**config.mk**
```make
export PLATFORM = sky130hd
export DESIGN_NAME = opr_seq_dec
export DESIGN_NICKNAME = d
export VERILOG_FILES = /design/src/rtl/opr_pkg.sv /design/src/rtl/opr_therm_dec.sv /design/src/rtl/opr_seq_dec.sv
export SDC_FILE = /design/constraint.sdc
export NUM_CORES = 1
export LEC_CHECK = 0
export ABC_AREA = 1
export CAP_MARGIN = 20
export CORE_MARGIN = 5
export CORE_UTILIZATION = 50
export DETAILED_ROUTE_END_ITERATION = 10
export PLACE_DENSITY_LB_ADDON = 0.05
export REMOVE_ABC_BUFFERS = 1
export SLEW_MARGIN = 0
export SYNTH_ARGS = -nofsm -noshare
export SYNTH_HDL_FRONTEND = slang
export SYNTH_SLANG_ARGS = --single-unit
```
**constraint.sdc**
```tcl
create_clock -name clk -period 1.9 [get_ports clk]
set_input_delay 0.19 -clock clk [delete_from_list [all_inputs] [get_ports clk]]
set_output_delay 0.19 -clock clk [all_outputs]
set_load 0.02 [all_outputs]
```
**src/rtl/opr_pkg.sv**
```systemverilog
// Shared types and constants for the operation-sequence decoder.
// Covers the thermometer stage-enable code, the FSM state and the phase type.
package opr_pkg;

    localparam int unsigned N_STAGES        = 5;
    localparam int unsigned LAST_CNT        = 1023;
    localparam int unsigned RETIRES_PER_RUN = 204;

    typedef enum logic {IDLE, RUN} opr_dec_state_t;

    typedef logic [2:0] opr_phase_t;

    // Mod-5 increment; avoids a divider on the tracker.
    function automatic opr_phase_t next_phase(input opr_phase_t p);
        return (p == 3'd4) ? 3'd0 : p + 3'd1;
    endfunction

endpackage

```
**src/rtl/opr_therm_dec.sv**
```systemverilog
// Combinational decoder from the 5-bit thermometer stage-enable code to a phase.
// Bit 4 is opr_1. Illegal codes report phase 0 with legal low.
module opr_therm_dec
    import opr_pkg::*;
(
    input  logic [4:0] code,
    output opr_phase_t phase,
    output logic       legal
);

    always_comb begin
        phase = 3'd0;
        legal = 1'b1;
        unique case (code)
            5'b10000: phase = 3'd0;
            5'b11000: phase = 3'd1;
            5'b11100: phase = 3'd2;
            5'b11110: phase = 3'd3;
            5'b11111: phase = 3'd4;
            default:  legal = 1'b0;
        endcase
    end

endmodule

```
**src/rtl/opr_seq_dec.sv**
```systemverilog
// Receive-side decoder/checker for the controller's staggered stage enables.
// Tracks the run phase, counts retirements and flags protocol violations.
module opr_seq_dec #(
    parameter int unsigned N_STAGES = opr_pkg::N_STAGES,
    parameter int unsigned LAST_CNT = opr_pkg::LAST_CNT,
    parameter int unsigned CNT_W    = 11,
    parameter int unsigned RET_W    = 8
) (
    input  logic             clk,
    input  logic             rstb,
    input  logic             valid,
    input  logic             opr_1,
    input  logic             opr_2,
    input  logic             opr_3,
    input  logic             opr_4,
    input  logic             opr_5,
    input  logic             opr_finished,
    output logic [2:0]       phase,
    output logic             busy,
    output logic             retire,
    output logic [RET_W-1:0] retire_cnt,
    output logic             run_done,
    output logic             err_code,
    output logic             err_seq,
    output logic             err_fin
);

    import opr_pkg::*;

    logic [N_STAGES-1:0] code;
    opr_phase_t          dec_phase;
    logic                dec_legal;

    opr_dec_state_t   state_q, state_d;
    logic [CNT_W-1:0] trk_q, trk_d;
    opr_phase_t       exp_q, exp_d;
    opr_phase_t       phase_q;
    logic             retire_q, retire_d;
    logic [RET_W-1:0] cnt_q, cnt_d;
    logic             done_q, done_d;
    logic             e_code_q, e_code_d;
    logic             e_seq_q, e_seq_d;
    logic             e_fin_q, e_fin_d;

    logic start;
    logic last;
    logic code_bad;
    logic seq_bad;
    logic fin_bad;

    assign code = {opr_1, opr_2, opr_3, opr_4, opr_5};

    opr_therm_dec u_therm_dec (
        .code  (code),
        .phase (dec_phase),
        .legal (dec_legal)
    );

    assign start    = (state_q == IDLE) && valid;
    assign last     = (state_q == RUN) && (trk_q == CNT_W'(LAST_CNT));
    // exp_q is held at 0 while idle, so the same compare covers both states.
    assign code_bad = !dec_legal;
    assign seq_bad  = dec_legal && (dec_phase != exp_q);
    assign fin_bad  = (state_q == RUN) ? (opr_finished != last) : opr_finished;

    // State register.
    always_ff @(posedge clk or negedge rstb) begin
        if (!rstb) begin
            state_q <= IDLE;
        end else begin
            state_q <= state_d;
        end
    end

    // Next-state logic.
    always_comb begin
        state_d = state_q;
        unique case (state_q)
            IDLE:    if (valid) state_d = RUN;
            RUN:     if (last)  state_d = IDLE;
            default: state_d = IDLE;
        endcase
    end

    // Output logic.
    always_comb begin
        busy     = (state_q == RUN);
        retire_d = (state_q == RUN) && dec_legal && (dec_phase == 3'd4);
        done_d   = last;
    end

    // Tracker, expected phase, retire counter and error flags.
    always_comb begin
        trk_d = trk_q;
        exp_d = exp_q;
        if (start) begin
            trk_d = CNT_W'(1);
            exp_d = 3'd1;
        end else if (state_q == RUN) begin
            if (last) begin
                trk_d = '0;
                exp_d = 3'd0;
            end else begin
                trk_d = trk_q + CNT_W'(1);
                exp_d = next_phase(exp_q);
            end
        end

        cnt_d = cnt_q;
        if (start) begin
            cnt_d = '0;
        end else if (retire_d && (cnt_q != '1)) begin
            cnt_d = cnt_q + RET_W'(1);
        end

        // A start replaces the old flags with this cycle's result.
        if (start) begin
            e_code_d = code_bad;
            e_seq_d  = seq_bad;
            e_fin_d  = fin_bad;
        end else begin
            e_code_d = e_code_q | code_bad;
            e_seq_d  = e_seq_q  | seq_bad;
            e_fin_d  = e_fin_q  | fin_bad;
        end
    end

    always_ff @(posedge clk or negedge rstb) begin
        if (!rstb) begin
            trk_q    <= '0;
            exp_q    <= 3'd0;
            phase_q  <= 3'd0;
            retire_q <= 1'b0;
            cnt_q    <= '0;
            done_q   <= 1'b0;
            e_code_q <= 1'b0;
            e_seq_q  <= 1'b0;
            e_fin_q  <= 1'b0;
        end else begin
            trk_q    <= trk_d;
            exp_q    <= exp_d;
            phase_q  <= dec_phase;
            retire_q <= retire_d;
            cnt_q    <= cnt_d;
            done_q   <= done_d;
            e_code_q <= e_code_d;
            e_seq_q  <= e_seq_d;
            e_fin_q  <= e_fin_d;
        end
    end

    assign phase      = phase_q;
    assign retire     = retire_q;
    assign retire_cnt = cnt_q;
    assign run_done   = done_q;
    assign err_code   = e_code_q;
    assign err_seq    = e_seq_q;
    assign err_fin    = e_fin_q;

endmodule

```
==> impl_metrics.json <==
{
  "cp_max_fo": 8,
  "slew_headroom_pct": 71.8,
  "slowest_delay_ps": 660,
  "hold_viol_final": 0,
  "required_ps": 1710,
  "yosys.cell_types.count": 26,
  "cts_hold_buffers": 0,
  "fin_skew_ps": 5.76,
  "finalCritPeriodShare_pct": 86.7,
  "synth.area.top_cells": "dfrtp_1, nand2_1, nand3_1",
  "die_w_um": 68.6,
  "finalCriticalPeriod_ps": 1650,
  "startpoint": "busy$_DFF_PN0_",
  "final_common_cell": "nand2_1",
  "path_clk_slew_ps": 90,
  "ys_seq_area_share_pct": 45.2,
  "cts_resized": 0,
  "cts_buffers": 5,
  "drcViolationCount": 0,
  "layout.nets": 269,
  "finalPower_w": 0.00205,
  "avgSynthCellArea_sq_um": 7.66,
  "worstSetupPathType": "register to primary output",
  "fin_hold_ws_ps": 254,
  "htree_levels": 2,
  "hpwl_um": 2710,
  "syn_inst": 224,
  "ys_seq_elements": 31,
  "run_status": "finished, final reports clean",
  "clk_latency_ps": 320,
  "critPathTopFamily": "buffers and inverters",
  "layout-drive-gt1-share_pct": 7.06,
  "antenna_found_initial": 0,
  "grt_pass1_wl_um": 6210,
  "r2r_start": "trk_q[0]$_DFFE_PN0P_",
  "max_freq_mhz": 607,
  "synth_top_area_share_pct": 45.2,
  "path_cells": "clkdlybuf4s50_1",
  "place_congestion": 0.838,
  "grt_pass1_vias": 1423,
  "ios": 26,
  "dr.pass1.iters": 4,
  "endpoint_kind": "primary output",
  "worst_slew_pin_slew_ps": 422,
  "wl_per_cell_um": 11.8,
  "yosysWarnings": 0,
  "drv_cap": 0,
  "rsz0062_at_grt": "no",
  "grt_usage_pct": 17.8,
  "cts.sinks": 31,
  "leakage_nw": 1.04,
  "wl_um": 3550,
  "syn_area_sq_mm": 0.00172,
  "drt-initial-drc-count": 79,
  "worstHoldPathType": "input port to async pin",
  "path_buf_inv": 1,
  "root_buffer": "clkbuf_4",
  "overflow": 0,
  "antenna_left": 0,
  "fin_setup_tns_ps": 0,
  "grt_start_max_net_pins": 32,
  "post-cts-setup-buffers": 0,
  "antennaDiodeCount": 0,
  "final-max-slew-violation-count": 0,
  "setup_violations": 0,
  "synth_compound_area_share_pct": 5.25,
  "synthAdderAreaFrac_pct": 2.92,
  "die_h_um": 68.6,
  "via_per_inst": 4.94,
  "cts_tree": "yes",
  "initial_core_util_pct": 51.4,
  "syn_to_final_growth_pct": 21.4,
  "portBuffers": 25,
  "post-synth-top-area-cell": "dfrtp_1",
  "power.density_mw_per_mm2": 985,
  "final_cell_mix": "nand2_1, dfrtp_1, inv_1",
  "synthXorXnorAreaFrac_pct": 4.59,
  "ir_drop_mv": 0.716,
  "die_area_sq_mm": 0.00471,
  "cts.path.max_buffers": 2,
  "core-area_sq_mm": 0.00334,
  "synthSimpleGateAreaFrac_pct": 35.1,
  "arrival_ps": 1460,
  "startpoint_type": "register",
  "vias": 1487,
  "row_count": 21,
  "synthMuxAreaShare_pct": 0,
  "slowest_stage": "clkdlybuf4s50_1",
  "synth_top_family_by_area": "simple AND/OR/NAND/NOR gates"
}
[Yosys cell counts]
cell / count
nor2_1: 21
nor3_1: 1
nand2_1: 67
a21oi_1: 1
nand4_1: 5
nand3_2: 1
o21ai_1: 1
nor2_4: 1
or2_0: 1
or2_2: 1
nand2_2: 3
ha_1: 4
nand3b_1: 3
o21bai_1: 1
xor2_1: 7
clkinv_4: 1
xnor2_1: 2
inv_1: 27
a32o_1: 1
o22ai_1: 2
o21ai_0: 10
nor2_2: 3
nand3_1: 26
buf_2: 2
nand2_4: 1
dfrtp_1: 31
[power by group]
group / internal, W / switching [W] / total (W)
Sequential: 0.000828 / 0.000196 / 0.00102
Combinational: 0.000305 / 0.000393 / 0.000698
Clock: 0.000131 / 0.000198 / 0.000329
Total: 0.00126 / 0.000786 / 0.00205
[metal layers]
layer	up-vias	global-route usage [%]	wire, um
met3	6	5.19	173
met4	0	5.71	31
met5	-	0	0
met2	38	29.8	1700
met1	663	21.9	1640
li1	780	-	-
[final cells by class]
type	count	area, sq um
clock buffer	6	41.3
inverter	28	110
sequential	31	776
tap	46	57.6
timing repair buffer	27	278
fill	322	1250
multi-input combinational	163	821
[final timing paths]
kind                                                  end  slack (ps)  cells past startpoint
worst max-delay path                                 busy         250                      1
worst min-delay path            retire_cnt[4]$_DFFE_PN0P_         250                      2
worst max register to register       exp_q[2]$_DFFE_PN0P_         360                      8
worst min register to register         run_done$_DFF_PN0_         480                      1
max in group asynchronous            trk_q[9]$_DFFE_PN0P_        1370                      2
min in group clk                        err_fin$_DFF_PN0_         460                      3
[flip-flops by register name (all words and copies together) (netlist names)]
register    flops
busy            1
phase           3
err_fin         1
err_code        1
retire_cnt      8
err_seq         1
retire          1
run_done        1
exp_q           3
trk_q          11
[cell families (layout without fill, tap and decap cells)]
| family | Yosys count | count (layout) |
|---|---|---|
| AND/OR/NAND/NOR | 134 | 134 |
| flip-flops | 31 | 31 |
| buffers and inverters | 30 | 61 |
| AO/OA/AOI/OAI | 16 | 16 |
| XOR/XNOR | 9 | 9 |
| adder cells (fa/ha/maj) | 4 | 4 |
[through the flow]
stage	setup slack [ps]	util (%)	instances	cell area (sq um)
floorplan	416	-	222	1710
global placement	323	61.2	295	2040
detailed placement	323	61.2	295	2040
CTS	230	62.4	301	2080
global route	158	62.4	301	2080
finish	252	62.4	301	2080
Power figures use the tool's default switching activity.
